[config.mk]
export PLATFORM = sky130hd
export DESIGN_NAME = mem_access_unit
export DESIGN_NICKNAME = d
export VERILOG_FILES = /design/src/rtl/mem_access_unit.sv
export SDC_FILE = /design/constraint.sdc
export NUM_CORES = 1
export LEC_CHECK = 0
export BUFFER_PORTS_ARGS = -buffer_cell sky130_fd_sc_hd__clkbuf_2
export CAP_MARGIN = 20
export CELL_PAD_IN_SITES_DETAIL_PLACEMENT = 1
export CELL_PAD_IN_SITES_GLOBAL_PLACEMENT = 1
export CORE_ASPECT_RATIO = 1.25
export CORE_MARGIN = 2
export CORE_UTILIZATION = 44
export CTS_BUF_LIST = sky130_fd_sc_hd__clkbuf_4 sky130_fd_sc_hd__clkbuf_8
export CTS_CLUSTER_DIAMETER = 80
export DETAILED_ROUTE_END_ITERATION = 6
export PLACE_DENSITY = 0.9
export SKIP_LAST_GASP = 1
export SYNTH_ARGS = -nofsm -noshare
export SYNTH_HDL_FRONTEND = slang
export SYNTH_SLANG_ARGS = --single-unit
[constraint.sdc]
create_clock -name clock -period 5 [get_ports clock]
set_input_delay 0.25 -clock clock [delete_from_list [all_inputs] [get_ports clock]]
set_output_delay 0.25 -clock clock [all_outputs]
set_load 0.1 [all_outputs]
[src/rtl/mem_access_unit.sv]
// Load/store sequencer between the control unit and a doubleword-wide memory:
// aligns, sign/zero-extends loads and read-modify-writes partial stores.
module mem_access_unit (
  input  logic        clock,
  input  logic        reset,
  input  logic        start,
  input  logic        DMemWR,
  input  logic [3:0]  InstrIType,
  input  logic [63:0] addr,
  input  logic [63:0] wdata,
  output logic        busy,
  output logic        done,
  output logic        misalign,
  output logic [63:0] rdata,
  output logic [63:0] mem_addr,
  output logic        mem_wr,
  output logic [63:0] mem_wdata,
  input  logic [63:0] mem_rdata,
  output logic [2:0]  state_dbg
);

  // Handshake: start is sampled only in IDLE (busy=0); each accepted start
  // produces exactly one done pulse, and start may be raised again the cycle after done.
  typedef enum logic [2:0] {IDLE, RD_REQ, RD_DATA, WR, DONE, ERR} state_t;

  state_t      state, state_nxt;
  logic        dec_valid, dec_load, dec_signed, bad_access;
  logic [1:0]  dec_size;
  logic        load_q, signed_q;
  logic [1:0]  size_q;
  logic [2:0]  off_q;
  logic [63:0] wdata_q, shifted, ext, wsh, merged;
  logic [7:0]  mask_base, lane_mask;

  // Size codes: 0 = byte, 1 = half, 2 = word, 3 = doubleword
  always_comb begin
    dec_valid  = 1'b1;
    dec_load   = 1'b1;
    dec_signed = 1'b0;
    dec_size   = 2'd0;
    case (InstrIType)
      4'b1010: dec_size = 2'd3;
      4'b0010: begin dec_size = 2'd2; dec_signed = 1'b1; end
      4'b0001: begin dec_size = 2'd1; dec_signed = 1'b1; end
      4'b0000: begin dec_size = 2'd0; dec_signed = 1'b1; end
      4'b0011: dec_size = 2'd0;
      4'b0100: dec_size = 2'd1;
      4'b0101: dec_size = 2'd2;
      4'b0110: begin dec_size = 2'd3; dec_load = 1'b0; end
      4'b0111: begin dec_size = 2'd2; dec_load = 1'b0; end
      4'b1000: begin dec_size = 2'd1; dec_load = 1'b0; end
      4'b1001: begin dec_size = 2'd0; dec_load = 1'b0; end
      default: dec_valid = 1'b0;
    endcase
  end

  always_comb begin
    bad_access = !dec_valid || (dec_load == DMemWR);
    case (dec_size)
      2'd1:    bad_access = bad_access || addr[0];
      2'd2:    bad_access = bad_access || (|addr[1:0]);
      2'd3:    bad_access = bad_access || (|addr[2:0]);
      default: bad_access = bad_access;
    endcase
  end

  always_ff @(posedge clock or negedge reset) begin
    if (!reset) state <= IDLE;
    else        state <= state_nxt;
  end

  always_comb begin
    state_nxt = state;
    case (state)
      IDLE: begin
        if (start) begin
          if (bad_access)                        state_nxt = ERR;
          else if (!dec_load && dec_size == 2'd3) state_nxt = WR;
          else                                   state_nxt = RD_REQ;
        end
      end
      RD_REQ:  state_nxt = RD_DATA;
      RD_DATA: state_nxt = load_q ? DONE : WR;
      WR:      state_nxt = DONE;
      DONE:    state_nxt = IDLE;
      ERR:     state_nxt = IDLE;
      default: state_nxt = IDLE;
    endcase
  end

  assign busy      = (state != IDLE);
  assign done      = (state == DONE) || (state == ERR);
  assign misalign  = (state == ERR);
  assign mem_wr    = (state == WR);
  assign state_dbg = state;

  // Load path: bring the addressed lane down to bit 0, then extend
  always_comb begin
    shifted = mem_rdata >> {off_q, 3'b000};
    case (size_q)
      2'd0:    ext = signed_q ? {{56{shifted[7]}},  shifted[7:0]}  : {56'd0, shifted[7:0]};
      2'd1:    ext = signed_q ? {{48{shifted[15]}}, shifted[15:0]} : {48'd0, shifted[15:0]};
      2'd2:    ext = signed_q ? {{32{shifted[31]}}, shifted[31:0]} : {32'd0, shifted[31:0]};
      default: ext = shifted;
    endcase
  end

  // Store path: overlay the low bytes of wdata onto the lanes being written
  always_comb begin
    case (size_q)
      2'd0:    mask_base = 8'h01;
      2'd1:    mask_base = 8'h03;
      2'd2:    mask_base = 8'h0F;
      default: mask_base = 8'hFF;
    endcase
    lane_mask = mask_base << off_q;
    wsh       = wdata_q << {off_q, 3'b000};
    merged    = mem_rdata;
    for (int i = 0; i < 8; i++) begin
      if (lane_mask[i]) merged[8*i +: 8] = wsh[8*i +: 8];
    end
  end

  always_ff @(posedge clock or negedge reset) begin
    if (!reset) begin
      load_q    <= 1'b0;
      signed_q  <= 1'b0;
      size_q    <= 2'd0;
      off_q     <= 3'd0;
      wdata_q   <= 64'd0;
      mem_addr  <= 64'd0;
      mem_wdata <= 64'd0;
      rdata     <= 64'd0;
    end else begin
      if (state == IDLE && start) begin
        load_q    <= dec_load;
        signed_q  <= dec_signed;
        size_q    <= dec_size;
        off_q     <= addr[2:0];
        wdata_q   <= wdata;
        mem_addr  <= {addr[63:3], 3'b000};
        mem_wdata <= wdata;
      end
      if (state == RD_DATA) begin
        if (load_q) rdata     <= ext;
        else        mem_wdata <= merged;
      end
    end
  end

endmodule

Word-level counts from Yosys, hierarchy flattened:

Cells that the tools add are included.

* equality and inequality tests: 22
* shift-type cells: 3
* muxes and demuxes: 26
* reduce and logical (&&, ||, !) cells: 21

Operators with widths (number)
* 2-to-1 mux 64 bit: 6
* one-hot mux 64 bit (3 select lines): 1
* 2-to-1 mux 8 bit: 8
* << shifter 64 x 6 -> 64 bit: 1
* >> shifter 64 x 6 -> 64 bit: 1
* one-hot mux 8 bit (3 select lines): 1
* == test 4 x 3 -> 1 bit (second input constant): 4
* == test 4 bit (second input constant): 3
* one-hot mux 3 bit (4 select lines): 1
* OR reduction 3 bit: 4
* OR reduction 11 bit: 1
* 2-to-1 mux 3 bit: 3
* == test 4 x 2 -> 1 bit (second input constant): 2
* << shifter 8 x 3 -> 8 bit: 1
* == test 2 bit (second input constant): 3
* == test 3 x 2 -> 1 bit (second input constant): 2
* == test 3 bit (second input constant): 2
* one-hot mux 2 bit (3 select lines): 1
* logical OR 1 bit: 5
* == test 2 x 1 -> 1 bit (second input constant): 2
* == test 4 x 1 -> 1 bit (second input constant): 1
* zero test 4 bit: 1
* OR reduction 2 bit: 2
* OR reduction 4 bit: 1
* other kinds (12): 15

* bits in registers: 263
* bits of input ports: 200
* output and inout bits: 199
* word-level logic and storage cells: 81

Depth between registers and ports, before layout:

Gate-level depths: netlist of run 1.

* depth after elaboration: 10
* gate-level depth with buffers: 9
* mapped depth without buffers: 5

Worst setup path before layout of run 1:

Ideal clock, no wire load.

* path type: flip-flop to output port
* from: register state[2], in the netlist state_dbg[2]
* to: output port misalign
* arrival: 3.584 ns
* required time: 4.750 ns
* path slack: 1.166 ns
* stages on the path, launching flop included: 4
* path buffers: 1
* path through: dfrtp_1 -> clkbuf_1 -> nor2b_1 -> and2_1

* longest elaborated chain between the ends: 1

Ends and longest elaborated chain
* from (decl): line 26 `state_t state, state_nxt;`
* from (signal assigned): line 69 `else state <= state_nxt;`
* == test 3 bit: line 93 `assign misalign = (state == ERR);`
* to (decl): line 13 `output logic misalign,`

Every way passes these cells.

Worst setup path in the final report of run 1:

* from: register off_q[2]
* to: register rdata[18]

* longest elaborated chain between the ends: 3
* elaborated cells between the ends (all ways): 5
* classes of those cells: shift: 1; mux: 4

Ends and longest elaborated chain
* from (decl): line 31 `logic [2:0] off_q;`
* from (signal assigned): line 139 `off_q <= addr[2:0];`
* >> shifter 64 x 6 -> 64 bit *: line 99 `shifted = mem_rdata >> {off_q, 3'b000};`
* 2-to-1 mux 64 bit, on equally long branches: line 103, 101, 102
* one-hot mux 64 bit (3 select lines) *: line 100 `case (size_q)`
* to (signal assigned): line 145 `if (load_q) rdata <= ext;`
* to (decl): line 14 `output logic [63:0] rdata,`

Mark *: on every way between the ends. The rest lies on a longest branch, timed or not.
A chain may end at the register's enable or synchronous reset.

==> run metrics, run 1 <==
Yosys reg bits=263; H-Tree Depth=2; Worst R2R Setup Slack=1.88 ns; Tcrit/Tclk final=62.4%; Worst Reg-to-Reg Cells=5; register area share after synthesis=44.7%; final core occ=57.7%; vias=15100; length of the first detailed-routing pass in iterations=7; cell taking the most area after synthesis=dfrtp_1; Post-synth top cells=440 x nand2_1, 263 x dfrtp_1, 118 x a21oi_1, 118 x nor2_1, 103 x mux2i_1; max-cap check violation count=0; placed cell count=2316; RSZ-0062 raised after global routing=no; Reg clk slew, reported paths=0.07 ns; Synth Area in XOR/XNOR=0.0595%; Antenna Nets Post-Route=0; # setup viols final=0; Mapped Cells=1623; first-pass GRT wire length=99.2 mm; Worst-Skew Late Latency=0.61 ns; Top Ports=399; synth top area cells=dfrtp_1 45%, nand2_1 11%, mux2i_1 7.0%; I/O Buffers=395; Synth Area in Compound Gates=17.2%; failing checks=design-rule violations; fin crit period=3.12 ns; number of CTS-inserted buffers=44; Post-synth EDFFs=0; Rows=74; wire length per cell=25.8 um; peak fanout along the critical path=32; root buffer cell=clkbuf_8; maximum clock path buffer count=3; Final Net Count=2270; GR Util All Layers=37.0%; Slew HR=31.2%; vias per cell=6.00; adder-cell area share of the yosys netlist=0%; Total Wirelength=65.1 mm; die area=34900 um^2; Warnings, synthesis=0; HP Class=input port to flip-flop; Worst Hold Slack=0.0201 ns; Post-Synthesis Cell Area=14700 um^2; area share of and/or/nand/nor cells after synthesis=18.9%; mux contribution to synthesized area=13.9%; GR Overflow Total=0; final hold violation count=0; CTS tree=done; Mapped Avg Cell Area=9.06 um^2; fillers=3858; most frequent cell after synthesis=nand2_1; main combinational cell family by area after synthesis=simple AND/OR/NAND/NOR gates; initial DRC count=1300; WP data arrival=3.55 ns; post-route insts no fill=2522; area of the core=32800 um^2; TNS Setup=0 ns; Synth async-reset ratio=100%; drt drc=23; HPWL after DPL=43.1 mm; die extent in y=208 um; Worst setup SP type=flip-flop; # clock sinks=263; Hold Path Stages=3; layout cell share with drive strength beyond 1=27.3%; crit path capture type=flip-flop; die width=168 um; # diodes=0; via count of the first global-routing pass=16300; final clock skew=0.0393 ns; CP Class=flip-flop to flip-flop; Worst EP required=5.43 ns; antenna violations before repair=0; GPL Wtd Cong=0.966; maximum clock rate=0.321 GHz; top cell type's share of synthesized area=44.7%; outcome=finished, violations left; ys flop type=dfrtp_1; fin. max-slew vios=0; Initial Util=44.9%; largest net degree at the start of global routing=132; area delta synth->final=28.6%; Least-Margin Pin Slew=1.03 ns; Yosys cell types=59
## sequential cells by signal, indices dropped and copies added (netlist names)
name / flops
wdata_q: 64
signed_q: 1
mem_addr: 61
off_q: 3
load_q: 1
size_q: 2
rdata: 64
state_dbg: 3
mem_wdata: 64
## worst paths after layout
| kind | endpoint | start |
|---|---|---|
| max in group asynchronous | off_q[0] | reset |
| worst max register to register | rdata[18] | off_q[2] |
| worst max-delay path | rdata[18] | off_q[2] |
| worst min-delay path | wdata_q[2] | wdata[2] |
| worst min register to register | rdata[11] | rdata[11] |
| min in group asynchronous | rdata[11] | reset |
## logic make-up (layout without fill, tap and decap cells)
kind of cell,Yosys count,in the layout
simple gates,661,661
buf+inv,150,629
flops,263,263
other cells,1,3
compound gates,383,383
mux,164,164
xor+xnor,1,1
## layout make-up
| type | instances | area [um^2] | share of cell area [%] |
|---|---|---|---|
| clock buffers | 65 | 820 | 4.33 |
| clock inverters | 15 | 113 | 0.595 |
| inverters | 12 | 45.0 | 0.238 |
| multi-input cells | 1212 | 7400 | 39.1 |
| flip-flops and latches | 263 | 6590 | 34.8 |
| well taps | 418 | 523 | 2.77 |
| repair buffers | 537 | 3430 | 18.1 |
## per-stage QoR
stage          cell area, um^2  setup WS, ns
2_1_floorplan            14700          1.17
3_3_place_gp             16700          2.09
3_5_place_dp             16700          1.91
4_1_cts                  18900          1.94
5_1_grt                  18900          1.70
6_report                 18900          1.88
## layer usage
metal / GRT usage [%] / share of wire (%) / up-vias / wire length [um]
met4: 20.3 / 6.0 / 0 / 3870
met1: 44.3 / 38 / 7551 / 24500
met3: 8.69 / 8.4 / 199 / 5480
met5: 0 / 0 / - / 0
met2: 61.7 / 48 / 827 / 31200
li1: - / - / 6552 / -
## worst max-delay path, cell delays in order (launching register included)
cell     delay [ns]
dfrtp_2        0.79
nor2b_1        0.71
a22oi_1        0.25
and4_1         0.42
nor2_2         0.61
a21oi_1        0.18
## cells in the final DEF, fill, tap and decap left out, types with 5 or more instances in the layout
cell           count
o22ai_1            9
o21bai_1           9
clkbuf_2         394
a211oi_1          54
nor2b_1           22
a311oi_1           5
nand2b_1          15
a221oi_1          20
mux2_1             7
clkbuf_4          12
o21ai_0           43
dfrtp_1          260
o21ai_1            8
a21oi_1          118
nand3_1            9
nor2_1           118
a211o_1            6
a31oi_2            7
mux4_2            29
mux2_2            25
buf_12             5
a21o_1            30
o211ai_1          10
mux2i_1          103
clkinv_2          11
nand2_1          440
inv_1              9
clkbuf_8          53
a31oi_1           28
dlygate4sd3_1    124
a22oi_1           11
buf_4             13
a32oi_1           13
and2_1            31
## repair_timing
item                                    CTS  global route
endpoints found under the hold margin   234             0
gates resized for setup                   0             0
endpoints found under the setup margin    0             0
hold buffers                            124             0
setup buffers                             0             0
Power of run 1 is left out: the tool's default activity adds up to more than one toggle a clock period on the data nets, which glitch-free logic cannot reach.
==> run 2, diff against run 1 <==
Settings changed: CORE_UTILIZATION 44 to 41, PLACE_DENSITY 0.9 to 0.85.
Clock period 5 ns to 2.9 ns, I/O delays scaled along.
==> run metrics, run 2 (synthesized netlist as in run 1, its figures left out) <==
outcome=finished clean; final hold violation count=0; largest net degree at the start of global routing=80; Worst R2R Setup Slack=0.02 ns; GR Overflow Total=0; fin crit period=2.88 ns; Worst setup SP type=flip-flop; Worst path slowest cell=dlygate4sd3_1; I/O Buffers=395; hold_sp=mem_rdata[21]; area delta synth->final=36.0%; Worst-Skew Late Latency=0.61 ns; via count of the first global-routing pass=16600; Worst EP required=3.43 ns; CTS tree=done; cell mode on critical path=buf_4; FF-to-FF Start=off_q[2]; Antenna Nets Post-Route=0; die area=37400 um^2; Total Wirelength=68.0 mm; Hold EP=mem_wdata[21]; Tcrit/Tclk final=99.3%; vias=15500; die extent in y=216 um; final clock skew=0.0436 ns; # clock sinks=263; WP data arrival=3.41 ns; maximum clock path buffer count=3; peak fanout along the critical path=42; Initial Util=41.6%; length of the first detailed-routing pass in iterations=5; fillers=4087; crit path capture type=flip-flop; area of the core=35400 um^2; Hold Path Stages=3; die width=173 um; Final Net Count=2371; Least-Margin Pin Slew=1.02 ns; first-pass GRT wire length=102 mm; CP Class=flip-flop to flip-flop; Slew HR=32.2%; HP Class=input port to flip-flop; Rows=77; FF-to-FF End=mem_wdata[3]; HPWL after DPL=45.3 mm; fin. max-slew vios=0; # setup viols final=0; fin worst setup slack=0.0203 ns; Reg clk slew, reported paths=0.08 ns; number of CTS-inserted buffers=45; slowest stage delay, CP=0.62 ns; drt drc=0; Top Ports=399; Worst Reg-to-Reg Cells=6; largest registers=mem_wdata x64, rdata x64, wdata_q x64; wire length per cell=25.4 um; most frequent cells in the layout=440 x nand2_1, 394 x clkbuf_2, 260 x dfrtp_1; commonest non-fill, non-tap cell in the layout=nand2_1; H-Tree Depth=2; maximum clock rate=0.347 GHz; Sequential cell area=6590 um^2; antenna violations before repair=5; layout cell share with drive strength beyond 1=28.2%; root buffer cell=clkbuf_8; initial DRC count=1277; GR Util All Layers=35.4%; vias per cell=5.79; crit path cell chain=buf_4, buf_4, or3_1, nand2_1, a31oi_1, dlygate4sd3_1; footprint of the multi-input gates=7420 um^2; GPL Wtd Cong=0.937; pre-CTS setup slack=0.544 ns; max-cap check violation count=0
-- run 2: cell types whose count changed in the layout (fill, tap and decap cells not counted), sizes merged, moves of 5 or more --
cell and delta:
dlygate4sd3 +55, buf +44, clkbuf +8, clkinv -7, diode +5
-- run 2: cell type report --
cell class              count  area share [%]
clock buffers              73            4.55
clock inverters             7           0.213
inverters                  12           0.225
well taps                 474            2.96
diodes                      5          0.0625
repair buffers            636            22.0
multi-input cells        1213            37.1
flip-flops and latches    263            32.9
-- run 2: how the worst max path moves through the flow --
stage	from	endpoint	slack [ns]	cells past startpoint
global route	off_q[2]	mem_wdata[3]	-0.07	6
CTS	state_dbg[1]	mem_wdata[3]	0.15	6
global placement	off_q[0]	mem_wdata[61]	0.62	6
floorplan	state_dbg[2]	misalign	0.06	3
detailed placement	off_q[0]	mem_wdata[48]	0.54	5
finish	off_q[2]	mem_wdata[3]	0.02	6
-- run 2: routing by layer --
layer	vias to the layer above	GRT usage, %	part of all wire, %
met5	-	0	0.019
met4	2	21.1	6.4
met3	258	7.82	8.1
met2	889	58.5	48
met1	7635	42.3	38
li1	6763	-	-
-- run 2: timing repair --
item | in CTS | in global routing
endpoints found under the setup margin | 0 | 1
hold buffers | 179 | 0
gates resized for setup | 0 | 1
endpoints found under the hold margin | 268 | 0
buffers inserted | 0 | 4
-- run 2: stage by stage --
stage / std cells / instance area (um^2) / TNS, ns / hold WS (ns) / utilization (%)
after detailed placement: 2414 / 17200 / 0 / 0.187 / 48.6
after floorplan: 1625 / 14700 / 0 / -0.151 / -
after global routing: 2682 / 20000 / -0.0719 / 0.0395 / 56.6
final: 2683 / 20000 / 0 / 0.0308 / 56.6
after global placement: 2414 / 17200 / 0 / 0.193 / 48.6
after CTS: 2673 / 19900 / 0 / 0.000285 / 56.4
-- run 2: worst max-delay path: cells and delay by family (launching register included) --
family	cells	cell delay [ns]
AO/OA/AOI/OAI	1	0.27
AND/OR/NAND/NOR	2	0.56
flip-flops	1	0.57
buffers and inverters	3	1.41
Power of run 2 is left out for the same reason.
